===== src/rtl/fifo_byte_unpacker_if.sv =====
// FIFO read port plus outgoing byte stream for the byte unpacker.
// master = the unpacker, slave = the FIFO/consumer side.
interface fifo_byte_unpacker_if #(
  parameter int DATA_W = 16
);
  logic              fifo_empty;
  logic [DATA_W-1:0] fifo_data;
  logic              fifo_rd_en;
  logic [7:0]        m_data;
  logic              m_valid;
  logic              m_ready;
  logic              m_last;
  logic              busy;

  modport master (
    input  fifo_empty, fifo_data, m_ready,
    output fifo_rd_en, m_data, m_valid, m_last, busy
  );

  modport slave (
    output fifo_empty, fifo_data, m_ready,
    input  fifo_rd_en, m_data, m_valid, m_last, busy
  );
endinterface


===== src/rtl/fifo_byte_unpacker.sv =====
// Pops one FIFO word at a time and emits it as a valid/ready byte stream,
// flagging the last byte of every FRAME_WORDS-word frame.
module fifo_byte_unpacker #(
  parameter int DATA_W      = 16,
  parameter int FRAME_WORDS = 4,
  parameter int MSB_FIRST   = 1
) (
  input  logic                   clk,
  input  logic                   rst,
  fifo_byte_unpacker_if.master   bus
);
  localparam int BYTES = DATA_W / 8;
  localparam int IDX_W = (BYTES > 1) ? $clog2(BYTES) : 1;
  localparam int CNT_W = (FRAME_WORDS > 1) ? $clog2(FRAME_WORDS) : 1;

  typedef enum logic [1:0] {IDLE, WAIT, SEND} state_t;

  state_t            state;
  logic [DATA_W-1:0] sreg;
  logic [IDX_W-1:0]  byte_idx;
  logic [CNT_W-1:0]  word_cnt;
  logic              last_byte;
  logic              last_word;

  assign last_byte = (byte_idx == IDX_W'(BYTES - 1));
  assign last_word = (word_cnt == CNT_W'(FRAME_WORDS - 1));

  always_ff @(posedge clk or posedge rst) begin
    if (rst) begin
      state    <= IDLE;
      sreg     <= '0;
      byte_idx <= '0;
      word_cnt <= '0;
    end else begin
      case (state)
        IDLE: if (!bus.fifo_empty) state <= WAIT;
        WAIT: begin
          // FIFO read data is valid the cycle after the pop strobe
          sreg     <= bus.fifo_data;
          byte_idx <= '0;
          state    <= SEND;
        end
        SEND: if (bus.m_ready) begin
          if (last_byte) begin
            state    <= IDLE;
            word_cnt <= last_word ? '0 : word_cnt + 1'b1;
          end else begin
            byte_idx <= byte_idx + 1'b1;
            // the outgoing byte always sits at a fixed end of the shifter
            sreg     <= (MSB_FIRST != 0) ? (sreg << 8) : (sreg >> 8);
          end
        end
        default: state <= IDLE;
      endcase
    end
  end

  // all outputs decode registered state; fifo_empty only gates the pop in IDLE
  assign bus.fifo_rd_en = (state == IDLE) && !bus.fifo_empty;
  assign bus.m_valid    = (state == SEND);
  assign bus.m_data     = (MSB_FIRST != 0) ? sreg[DATA_W-1 -: 8] : sreg[7:0];
  assign bus.m_last     = (state == SEND) && last_byte && last_word;
  assign bus.busy       = (state != IDLE);
endmodule

===== src/flat_wrapper.sv =====
// flat-port wrapper written by rule: the top's interface ports become plain ports
module fifo_byte_unpacker_flat 
#(
  parameter int DATA_W      = 16,
  parameter int FRAME_WORDS = 4,
  parameter int MSB_FIRST   = 1
)
  (clk, rst, bus_fifo_empty, bus_fifo_data, bus_m_ready, bus_fifo_rd_en, bus_m_data, bus_m_valid, bus_m_last, bus_busy);
  fifo_byte_unpacker_if #(.DATA_W(DATA_W)) bus_i ();
  input  logic clk;
  input  logic rst;
  input wire logic [$bits(bus_i.fifo_empty)-1:0] bus_fifo_empty;
  input wire logic [$bits(bus_i.fifo_data)-1:0] bus_fifo_data;
  input wire logic [$bits(bus_i.m_ready)-1:0] bus_m_ready;
  output wire logic [$bits(bus_i.fifo_rd_en)-1:0] bus_fifo_rd_en;
  output wire logic [$bits(bus_i.m_data)-1:0] bus_m_data;
  output wire logic [$bits(bus_i.m_valid)-1:0] bus_m_valid;
  output wire logic [$bits(bus_i.m_last)-1:0] bus_m_last;
  output wire logic [$bits(bus_i.busy)-1:0] bus_busy;
  assign bus_i.fifo_empty = bus_fifo_empty;
  assign bus_i.fifo_data = bus_fifo_data;
  assign bus_i.m_ready = bus_m_ready;
  assign bus_fifo_rd_en = bus_i.fifo_rd_en;
  assign bus_m_data = bus_i.m_data;
  assign bus_m_valid = bus_i.m_valid;
  assign bus_m_last = bus_i.m_last;
  assign bus_busy = bus_i.busy;
  fifo_byte_unpacker #(.DATA_W(DATA_W), .FRAME_WORDS(FRAME_WORDS), .MSB_FIRST(MSB_FIRST)) u_core (.clk(clk), .rst(rst), .bus(bus_i));
endmodule

===== config.mk =====
export PLATFORM = sky130hd
export DESIGN_NAME = fifo_byte_unpacker_flat
export DESIGN_NICKNAME = d
export VERILOG_FILES = /design/src/rtl/fifo_byte_unpacker_if.sv /design/src/rtl/fifo_byte_unpacker.sv /design/src/flat_wrapper.sv
export SDC_FILE = /design/constraint.sdc
export NUM_CORES = 1
export LEC_CHECK = 0
export BUFFER_PORTS_ARGS = -buffer_cell sky130_fd_sc_hd__buf_2
export CAP_MARGIN = 20
export CORE_ASPECT_RATIO = 0.8
export CORE_MARGIN = 10
export CORE_UTILIZATION = 45
export CTS_BUF_LIST = sky130_fd_sc_hd__clkbuf_4 sky130_fd_sc_hd__clkbuf_8
export CTS_CLUSTER_DIAMETER = 50
export DETAILED_ROUTE_END_ITERATION = 8
export PLACE_DENSITY = 0.73
export SLEW_MARGIN = 5
export SYNTH_ARGS = -nofsm -noshare
export SYNTH_HDL_FRONTEND = slang
export SYNTH_SLANG_ARGS = --single-unit
export TNS_END_PERCENT = 30

===== constraint.sdc =====
create_clock -name clk -period 1.7 [get_ports clk]
set_clock_uncertainty 0.2 [all_clocks]
set_input_delay 0.085 -clock clk [delete_from_list [all_inputs] [get_ports clk]]
set_output_delay 0.085 -clock clk [all_outputs]
set_load 0.02 [all_outputs]

==> metrics.txt, run 1 <==
status finished, violations left; failing checks negative setup slack; # Max-Cap Violations 0; Critical Path Sink Type register; Final #Nets 170; largest family of logic cells by synthesized area multiplexers; CP required about 1.7 ns; Adder-Cell Fraction of Synth Area 0.06329; dpl cells around 150; chip height roughly 66 um; DR WL/cell 14.78 um; Crit path largest cell delay 0.44 ns; Unique masters post-synth 19; vias in the first global route 910; period utilisation layout 1.061; Net Switching 1.157 mW; first-pass GRT wire length 4036 um; Vias 810; sw frac 0.3487; Worst Hold Path EP u_core.state[0]$_DFFE_PP0P_; Initial Util 0.4778; leakage 0.8457 nW; Fmax between 500 and 600 MHz; Worst path slowest cell dfrtp_2; Power Internal 2.161 mW; GR Overflow Total 0; XOR/XNOR Fraction of Synth Area 0; Post-route DRC 0; DRT iter0 DRCs 8; kind of start point of the critical path register; Num Clock Sinks 21; Compound-Gate Fraction of Synth Area 0.03797; number of antenna violations at the first check in global routing 0; endpoints failing hold 0; Clock transition at path regs 0.11 ns; post-synth top area cell dfrtp_1; P&R area growth vs syn 44.41%; TritonCTS clock tree built; Async S/R FF share, synth 1.000; CP Class reg -> reg; synthesized instance count slightly below 90; worst r2r dst u_core.sreg[2]$_DFFE_PP0P_; Synth Register Bits 21; Cell Area, Synth 1186 um2; CP bufs+invs 2; r2r setup slk -0.10 ns; main flop type after synthesis dfrtp_1; # setup viols final 16; Worst Reg-to-Reg Cells 5; Setup WS post-layout -0.1037 ns; worst hold-check path type in -> reg; maximum vdd drop 0.001068 V; Synth top area share 0.4430; Core Box Area 2482 um2; Routability Congestion 0.6892; Final Cell Area 1713 um2; Clk Tree Root Cell clkbuf_4; sequential power share 0.279; setup TNS -1.426 ns; DP HPWL roughly 1700 um; synth warn 0; Layout Utilization 0.6900; combinational power share 0.645; max_slew headroom 0.8177; worst flop-to-flop path startpoint u_core.state[1]$_DFFE_PP0P_; drt total wl between 2000 and 3000 um; maximum number of pins on one net before global-route repair 22; cell area power density slightly below 2000 nW/um2; Final ANT Viol Nets 0; sequential area share after synthesis 0.4430; CTS H-tree lvls 1; Vias/cell 4.525; synth top area cells dfrtp_1 44%, mux2_2 16%, mux2_4 13%; First-pass DRT Iterations 4; Clock Tree Buf Depth 2; io pins 32; CTS buffer count 3; Final min period 1.804 ns; layout cells sized above 1 0.5804; Placement Cell Area 1371 um2; EDFF count, synth 0; crit path cell chain inv_2, ha_4, a21boi_4, clkbuf_16, mux2_4; RSZ-0062 raised after global routing yes; ANT cells 0; power share of the clock group 0.076; die footprint 5102 um2; num rows 16; hold path cells 3; Post-Synth Simple-Gate Area 0.07384; Post-synth top cells 21 x dfrtp_1, 17 x mux2_2, 10 x mux2_4, 9 x buf_4, 8 x nor2b_1; Die W 77.40 um; hold path startpoint bus_fifo_empty; clk_lat worst skew around 0.30 ns; Finished Layout Cells between 150 and 200; most frequent cell after synthesis dfrtp_1; overall routing resource usage 0.09552; syn_nets 115; Pins Over Slew Limit 0; crit path DAT approximately 1.8 ns; delay-heaviest family, CP flip-flops; DP Worst Slack -0.08211 ns; PortBufs 31; critical path fanouts, max 8; mean area per synthesized cell 13.33 um2; worst-margin pin slew 0.2735 ns; multiplexer share of the synthesized area 0.2880
-- stage by stage --
step	hold slack [ns]	total power, mW
6_report	0.03420	3.317
5_1_grt	0.06595	3.545
4_1_cts	0.03379	2.964
3_5_place_dp	-0.05923	2.667
3_3_place_gp	-0.07385	2.595
2_1_floorplan	-0.1385	2.395
-- worst max path at each step --
stage,start,to,cells after the start
finish,u_core.state[1]$_DFFE_PP0P_,u_core.sreg[2]$_DFFE_PP0P_,5
global route,u_core.state[1]$_DFFE_PP0P_,u_core.sreg[12]$_DFFE_PP0P_,5
CTS,u_core.state[1]$_DFFE_PP0P_,u_core.sreg[8]$_DFFE_PP0P_,5
detailed placement,u_core.state[1]$_DFFE_PP0P_,u_core.sreg[8]$_DFFE_PP0P_,5
global placement,u_core.state[1]$_DFFE_PP0P_,u_core.sreg[5]$_DFFE_PP0P_,5
floorplan,u_core.state[1]$_DFFE_PP0P_,u_core.sreg[0]$_DFFE_PP0P_,5
-- per-layer routing --
layer  wire length (um)  up-vias  share of wire  global-route usage
met5                  0        -              0                   0
met4                  8        0         0.0030            0.006818
li1                   -      400              -                   -
met3                183        2          0.069             0.04484
met2               1370       22           0.52              0.1771
met1               1084      386           0.41              0.1015
-- worst min-delay path, stage by stage --
cell	delay [ns]
buf_2	0.09
a22o_1	0.18
mux2_2	0.16
-- cells in the final DEF (no fill, tap or decap) --
master and instances:
ha_4 3, and3_4 1, nor2b_1 8, buf_4 8, nand3_1 1, nor3_1 1
a22o_1 1, inv_4 1, a21o_1 1, mux2_2 11, a21boi_4 1, a21oi_1 2
ha_1 3, buf_6 4, dfrtp_1 20, mux2_4 16, buf_2 29, clkbuf_16 1
buf_12 1, nand2b_4 1, nor2_1 1, dfrtp_2 1, inv_1 3, clkbuf_4 4
dlygate4sd3_1 18, inv_2 1, nand2_1 1
-- power groups by stage --
stage | Combinational, mW | Clock (mW) | Sequential [mW]
after CTS | 1.79 | 0.261 | 0.910
final | 2.14 | 0.251 | 0.927
after detailed placement | 1.75 | 0 | 0.915
after floorplan | 1.52 | 0 | 0.877
after global routing | 2.30 | 0.280 | 0.966
after global placement | 1.69 | 0 | 0.901
-- area by class of cell --
cell class	instances	area (um2)
clock buffer	4	30.03
fill	196	769.5
inverter	5	21.27
multi-input combinational	52	614.3
sequential	21	526.8
tap	36	45.04
timing repair buffer	61	475.5
-- flip-flops by register name (all words and copies together) (netlist names) --
register / count
u_core.state: 2
u_core.word_cnt: 2
u_core.byte_idx: 1
u_core.sreg: 16
-- repair_timing --
action	4_1_cts	5_1_grt
gates resized for setup	1	17
endpoints found under the hold margin	38	0
cloned	0	1
setup endpoints to repair	19	22
hold buffers	18	0
buffers inserted	0	4
-- cells by family (layout without fill, tap and decap cells) --
logic type,Yosys count,count (layout)
AOI/OAI and AO/OA,5,5
DFF,21,21
adders and majority gates,6,6
and+or+nand+nor,14,14
buffers and inverters,16,70
muxes,27,27
(Power assumes the default switching activity.)
==> run 2: changes to the inputs <==
--- a/config.mk
+++ b/config.mk
@@ -13,7 +13,7 @@
 export CTS_BUF_LIST = sky130_fd_sc_hd__clkbuf_4 sky130_fd_sc_hd__clkbuf_8
 export CTS_CLUSTER_DIAMETER = 50
 export DETAILED_ROUTE_END_ITERATION = 8
-export PLACE_DENSITY = 0.73
+export PLACE_DENSITY = 0.7
 export SLEW_MARGIN = 5
 export SYNTH_ARGS = -nofsm -noshare
 export SYNTH_HDL_FRONTEND = slang
==> constraint.sdc (replaced) <==
create_clock -name clk -period 2 [get_ports clk]
set_clock_uncertainty 0.2 [all_clocks]
set_input_delay 0.1 -clock clk [delete_from_list [all_inputs] [get_ports clk]]
set_output_delay 0.1 -clock clk [all_outputs]
set_load 0.02 [all_outputs]
==> metrics.txt, run 2 (same netlist as run 1, synthesis figures left out) <==
status finished clean (was finished, violations left); Worst Hold Slack 0.05200 ns (was 0.03420 ns); chip height 65.92 um (unchanged); critical path fanouts, max 16 (was 8); Fmax 545.8 MHz (was 554.4 MHz); number of antenna violations at the first check in global routing 0 (unchanged); worst flop-to-flop path startpoint u_core.state[0]$_DFFE_PP0P_ (was u_core.state[1]$_DFFE_PP0P_); cell area power density 1553 nW/um2 (was 1937 nW/um2); worst hold-check path type in -> reg (unchanged); CTS buffer count 3 (unchanged); CP Class reg -> reg (unchanged); fillcell total 217 (was 196); drt total wl 2337 um (was 2646 um); Final min period 1.832 ns (was 1.804 ns); Setup WS post-layout 0.1677 ns (was -0.1037 ns); GR Overflow Total 0 (unchanged); clk_lat worst skew 0.31 ns (was 0.30 ns); DP HPWL 1660 um (was 1741 um); register area 525.5 um2 (was 526.8 um2); PortBufs 31 (unchanged); Pins Over Slew Limit 0 (unchanged); first-pass GRT wire length 4015 um (was 4036 um); Final ANT Viol Nets 0 (unchanged); Clk Tree Root Cell clkbuf_4 (unchanged); commonest non-fill, non-tap cell in the layout buf_2 (unchanged); biggest regs u_core.sreg: 16 flops, u_core.state: 2 flops, u_core.word_cnt: 2 flops (unchanged); endpoints failing hold 0 (unchanged); Clock transition at path regs 0.13 ns (was 0.11 ns); First-pass DRT Iterations 4 (unchanged); sw frac 0.3550 (was 0.3487); Vias/cell 4.608 (was 4.525); # Max-Cap Violations 0 (unchanged); max FFs per register 16 (unchanged); Num Clock Sinks 21 (unchanged); worst-margin pin slew 0.2693 ns (was 0.2735 ns); io pins 32 (unchanged); layout cells sized above 1 0.5037 (was 0.5804); RSZ-0062 raised after global routing no (was yes); hold path cells 3 (unchanged); Worst Hold Path EP u_core.state[1]$_DFFE_PP0P_ (was u_core.state[0]$_DFFE_PP0P_); num rows 16 (unchanged); vias in the first global route 843 (was 910); Power Internal 1.559 mW (was 2.161 mW); setup TNS 0 ns (was -1.426 ns); DP Worst Slack 0.1810 ns (was -0.08211 ns); CTS H-tree lvls 1 (unchanged); crit path DAT 1.84 ns (was 1.80 ns); Clock Tree Buf Depth 2 (unchanged); die footprint 5102 um2 (unchanged); power share of the clock group 0.086 (was 0.076); ANT cells 0 (unchanged); worst r2r dst u_core.sreg[14]$_DFFE_PP0P_ (was u_core.sreg[2]$_DFFE_PP0P_); leakage 0.7784 nW (was 0.8457 nW); Initial Util 0.4778 (unchanged); Vias 788 (was 810); Crit path largest cell delay 0.41 ns (was 0.44 ns); kind of start point of the critical path register (unchanged); Core Box Area 2482 um2 (unchanged); maximum vdd drop 0.0007204 V (was 0.001068 V); Worst path slowest cell dfrtp_1 (was dfrtp_2); Post-route DRC 0 (unchanged); Critical Path Sink Type register (unchanged); overall routing resource usage 0.09692 (was 0.09552); r2r setup slk 0.17 ns (was -0.10 ns); Final Cell Area 1556 um2 (was 1713 um2); period utilisation layout 0.9161 (was 1.061); hold path startpoint bus_fifo_empty (unchanged); sequential power share 0.317 (was 0.279); crit path cell chain inv_1, ha_1, buf_12, mux2_2, mux2_4 (was inv_2, ha_4, a21boi_4, clkbuf_16, mux2_4); TritonCTS clock tree built (unchanged); Final #Nets 162 (was 170); max_slew headroom 0.8205 (was 0.8177); DRT iter0 DRCs 20 (was 8); most frequent cells in the layout 31 x buf_2, 21 x dfrtp_1, 18 x dlygate4sd3_1 (was 29 x buf_2, 20 x dfrtp_1, 18 x dlygate4sd3_1); # setup viols final 0 (was 16); DR WL/cell 13.67 um (was 14.78 um); Worst Reg-to-Reg Cells 5 (unchanged); combinational power share 0.597 (was 0.645); Placement Cell Area 1349 um2 (was 1371 um2); Die W 77.40 um (unchanged); Net Switching 0.8579 mW (was 1.157 mW); area of the multi-input gates 549.3 um2 (was 614.3 um2); CP required 2.01 ns (was 1.70 ns); P&R area growth vs syn 31.22% (was 44.41%); most flop-heavy register u_core.sreg (unchanged); maximum number of pins on one net before global-route repair 22 (unchanged); Routability Congestion 0.7633 (was 0.6892)
==> run 2: cell count changes in the layout (fill, tap and decap cells not counted), sizes merged <==
cell,previous run,this run
buf,42,35
clkbuf,5,3
clkinv,0,1
==> run 2: cell type report <==
class                   count  share of cell area
inverters                   5             0.01206
flip-flops and latches     21              0.3376
multi-input cells          52              0.3529
clock inverters             1            0.003215
repair buffers             53              0.2508
clock buffers               3             0.01447
well taps                  36             0.02894
==> run 2: metal layers <==
| layer | vias up | share of wire | GRT usage |
|---|---|---|---|
| met1 | 377 | 0.41 | 0.09984 |
| met3 | 2 | 0.059 | 0.04348 |
| met2 | 24 | 0.53 | 0.1792 |
| li1 | 385 | - | - |
| met5 | - | 0 | 0 |
| met4 | 0 | 0.0034 | 0.02045 |
==> run 2: timing repair <==
action / CTS / global route
gates resized for setup: 0 / 0
hold buffers: 18 / 0
setup buffers: 0 / 0
endpoints found under the hold margin: 39 / 0
==> run 2: per-stage QoR <==
| stage | util | std cells | total power [mW] |
|---|---|---|---|
| floorplan | - | 89 | 2.006 |
| global placement | 0.5433 | 149 | 2.164 |
| detailed placement | 0.5433 | 149 | 2.212 |
| CTS | 0.6270 | 171 | 2.462 |
| global route | 0.6270 | 171 | 2.604 |
| finish | 0.6270 | 171 | 2.417 |
==> run 2: power by group through the flow <==
stage	clock network (mW)	registers, mW	logic, mW
detailed placement	0	0.773	1.44
global placement	0	0.758	1.41
CTS	0.224	0.766	1.47
global route	0.251	0.793	1.56
finish	0.207	0.766	1.44
floorplan	0	0.739	1.27
==> run 2: worst max path at each step <==
| stage | start | to | slack [ns] | cells past startpoint |
|---|---|---|---|---|
| finish | u_core.state[0]$_DFFE_PP0P_ | u_core.sreg[14]$_DFFE_PP0P_ | 0.17 | 5 |
| global route | u_core.state[0]$_DFFE_PP0P_ | u_core.sreg[15]$_DFFE_PP0P_ | 0.08 | 5 |
| CTS | u_core.state[1]$_DFFE_PP0P_ | u_core.sreg[7]$_DFFE_PP0P_ | 0.16 | 5 |
| detailed placement | u_core.state[0]$_DFFE_PP0P_ | u_core.sreg[12]$_DFFE_PP0P_ | 0.18 | 5 |
| floorplan | u_core.state[0]$_DFFE_PP0P_ | u_core.word_cnt[1]$_DFFE_PP0P_ | 0.11 | 6 |
| global placement | u_core.state[0]$_DFFE_PP0P_ | u_core.sreg[9]$_DFFE_PP0P_ | 0.23 | 5 |
==> run 2: critical path, delay by kind of cell, from the launching register on <==
family,cells,cell delay (ns)
mux,2,0.60
buf+inv,2,0.29
flops,1,0.41
fa+ha+maj,1,0.23
==> run 3: changes to the inputs <==
--- a/config.mk
+++ b/config.mk
@@ -14,6 +14,7 @@
 export CTS_CLUSTER_DIAMETER = 50
 export DETAILED_ROUTE_END_ITERATION = 8
 export PLACE_DENSITY = 0.7
+export SETUP_SLACK_MARGIN = 0.5
 export SLEW_MARGIN = 5
 export SYNTH_ARGS = -nofsm -noshare
 export SYNTH_HDL_FRONTEND = slang
==> constraint.sdc (replaced) <==
create_clock -name clk -period 1.8 [get_ports clk]
set_clock_uncertainty 0.2 [all_clocks]
set_input_delay 0.09 -clock clk [delete_from_list [all_inputs] [get_ports clk]]
set_output_delay 0.09 -clock clk [all_outputs]
set_load 0.02 [all_outputs]
==> metrics.txt, run 3 (same netlist as run 1, synthesis figures left out) <==
Critical Path Sink Type register (unchanged); Worst path slowest cell dfrtp_1 (unchanged); Num Clock Sinks 21 (unchanged); chip height 65.92 um (unchanged); worst-margin pin slew 0.2779 ns (was 0.2693 ns); maximum vdd drop 0.0008968 V (was 0.0007204 V); CTS buffer count 3 (unchanged); PortBufs 31 (unchanged); kind of start point of the critical path register (unchanged); first-pass GRT wire length 4809 um (was 4015 um); Die W 77.40 um (unchanged); CTS H-tree lvls 1 (unchanged); Setup crit end u_core.sreg[12]$_DFFE_PP0P_ (was u_core.sreg[14]$_DFFE_PP0P_); crit path cell chain inv_2, ha_4, a21boi_4, clkbuf_16, mux2_4 (was inv_1, ha_1, buf_12, mux2_2, mux2_4); worst flop-to-flop path startpoint u_core.state[1]$_DFFE_PP0P_ (was u_core.state[0]$_DFFE_PP0P_); P&R area growth vs syn 46.10% (was 31.22%); DR WL/cell 17.23 um (was 13.67 um); ANT cells 0 (unchanged); Clk Tree Root Cell clkbuf_4 (unchanged); worst r2r dst u_core.sreg[12]$_DFFE_PP0P_ (was u_core.sreg[14]$_DFFE_PP0P_); busiest grt layer met2 (unchanged); die footprint 5102 um2 (unchanged); most flop-heavy register u_core.sreg (unchanged); delay-heaviest family, CP flip-flops (was multiplexers); r2r setup slk -0.01 ns (was 0.17 ns); overall routing resource usage 0.1176 (was 0.09692); Final ANT Viol Nets 0 (unchanged); drt total wl 3084 um (was 2337 um); CP Launch Point u_core.state[1]$_DFFE_PP0P_ (was u_core.state[0]$_DFFE_PP0P_); met3 Track Usage GR 0.04348 (unchanged); period utilisation layout 1.008 (was 0.9161); Clock transition at path regs 0.13 ns (about the same); most frequent cells in the layout 28 x buf_2, 21 x mux2_4, 21 x dfrtp_1 (was 31 x buf_2, 21 x dfrtp_1, 18 x dlygate4sd3_1); Crit path largest cell delay 0.45 ns (was 0.41 ns); Pins Over Slew Limit 0 (unchanged); Vias 853 (was 788); critical path fanouts, max 8 (was 16); clk_lat worst skew 0.31 ns (about the same); # Max-Cap Violations 0 (unchanged); CP bufs+invs 2 (unchanged); Initial Util 0.4778 (unchanged); Post-route DRC 0 (unchanged); max_slew headroom 0.8147 (was 0.8205); endpoints failing hold 0 (unchanged); DP HPWL 1803 um (was 1660 um); vias in the first global route 946 (was 843); io pins 32 (unchanged); met1 usage 0.1191 (was 0.09984); Final min period 1.814 ns (was 1.832 ns); CP required 1.79 ns (was 2.01 ns); crit path DAT 1.81 ns (was 1.84 ns); # setup viols final 2 (was 0); TritonCTS clock tree built (unchanged); status finished, violations left (was finished clean); number of antenna violations at the first check in global routing 0 (unchanged); Clock Tree Buf Depth 2 (unchanged); DRT iter0 DRCs 18 (was 20); Routability Congestion 0.7562 (was 0.7633); Critical Path Stages 5 (unchanged); Setup WS post-layout -0.01369 ns (was 0.1677 ns); worst hold-check path type in -> reg (unchanged); total power 3.228 mW (was 2.417 mW); maximum number of pins on one net before global-route repair 22 (unchanged); Fmax 551.4 MHz (was 545.8 MHz); GR Overflow Total 0 (unchanged); First-pass DRT Iterations 4 (unchanged); failing checks negative setup slack; hold path cells 3 (unchanged); Layout Utilization 0.6981 (was 0.6270); CP Class reg -> reg (unchanged); grt met2 use 0.2292 (was 0.1792); biggest regs u_core.sreg: 16 flops, u_core.state: 2 flops, u_core.word_cnt: 2 flops (unchanged); cell area power density 1863 nW/um2 (was 1553 nW/um2); Final #Nets 170 (was 162); max FFs per register 16 (unchanged); num rows 16 (unchanged); fillcell total 187 (was 217); layout cells sized above 1 0.5944 (was 0.5037); Vias/cell 4.765 (was 4.608); commonest non-fill, non-tap cell in the layout buf_2 (unchanged); Worst Reg-to-Reg Cells 5 (unchanged); leakage 0.8652 nW (was 0.7784 nW); RSZ-0062 raised after global routing yes (was no); DP Worst Slack -0.03153 ns (was 0.1810 ns); Core Box Area 2482 um2 (unchanged)
run 3: what timing repair did:
item                                   4_1_cts  5_1_grt
hold buffers                                18        1
cloned                                       1        0
buffers inserted                             6        1
pin swaps                                    2        1
setup endpoints to repair                   25       25
resized for setup                            8       17
endpoints found under the hold margin       38        2
run 3: cell type report:
class | instances | area (um2) | share of cell area
Clock buffer | 3 | 22.52 | 0.01300
Clock inverter | 1 | 5.005 | 0.002888
Inverter | 5 | 21.27 | 0.01227
Tap cell | 36 | 45.04 | 0.02599
Multi-Input combinational cell | 52 | 633.1 | 0.3653
Timing Repair Buffer | 61 | 480.5 | 0.2773
Sequential cell | 21 | 525.5 | 0.3032
run 3: power by group:
part	leakage (nW)	switching [mW]	internal, mW
Combinational	0.592	0.862	1.27
Sequential	0.255	0.151	0.717
Clock	0.0177	0.147	0.0830
Total	0.865	1.16	2.07
run 3: per-stage QoR:
stage	area, um2	TNS [ns]	hold WS [ns]	std cells
finish	1733	-0.01593	0.07254	179
global route	1733	-0.2350	0.08032	179
CTS	1667	0	0.002351	177
detailed placement	1353	-0.1561	-0.06161	148
global placement	1353	0	-0.06535	148
floorplan	1214	0	-0.1335	89
run 3: worst min path at each step:
| stage | startpoint | to | slack [ns] |
|---|---|---|---|
| final | bus_fifo_empty | u_core.state[0]$_DFFE_PP0P_ | 0.07 |
| after global routing | bus_fifo_empty | u_core.state[0]$_DFFE_PP0P_ | 0.08 |
| after CTS | bus_m_ready | u_core.word_cnt[0]$_DFFE_PP0P_ | 0.002 |
| after detailed placement | rst | u_core.sreg[7]$_DFFE_PP0P_ | -0.06 |
| after global placement | rst | u_core.byte_idx$_DFFE_PP0P_ | -0.07 |
| after floorplan | rst | u_core.byte_idx$_DFFE_PP0P_ | -0.13 |
run 3: routing by layer:
layer	wire length, um	share of wire	vias to the layer above
li1	-	-	400
met1	1150	0.37	427
met2	1754	0.57	24
met3	169	0.055	2
met4	9	0.0029	0
met5	0	0	-
run 3: worst reg2reg max path: cells and delay by family (launching register included):
family          cells  cell delay (ns)
fa+ha+maj           1             0.26
mux                 1             0.30
compound gates      1             0.23
buf+inv             2             0.28
flops               1             0.45
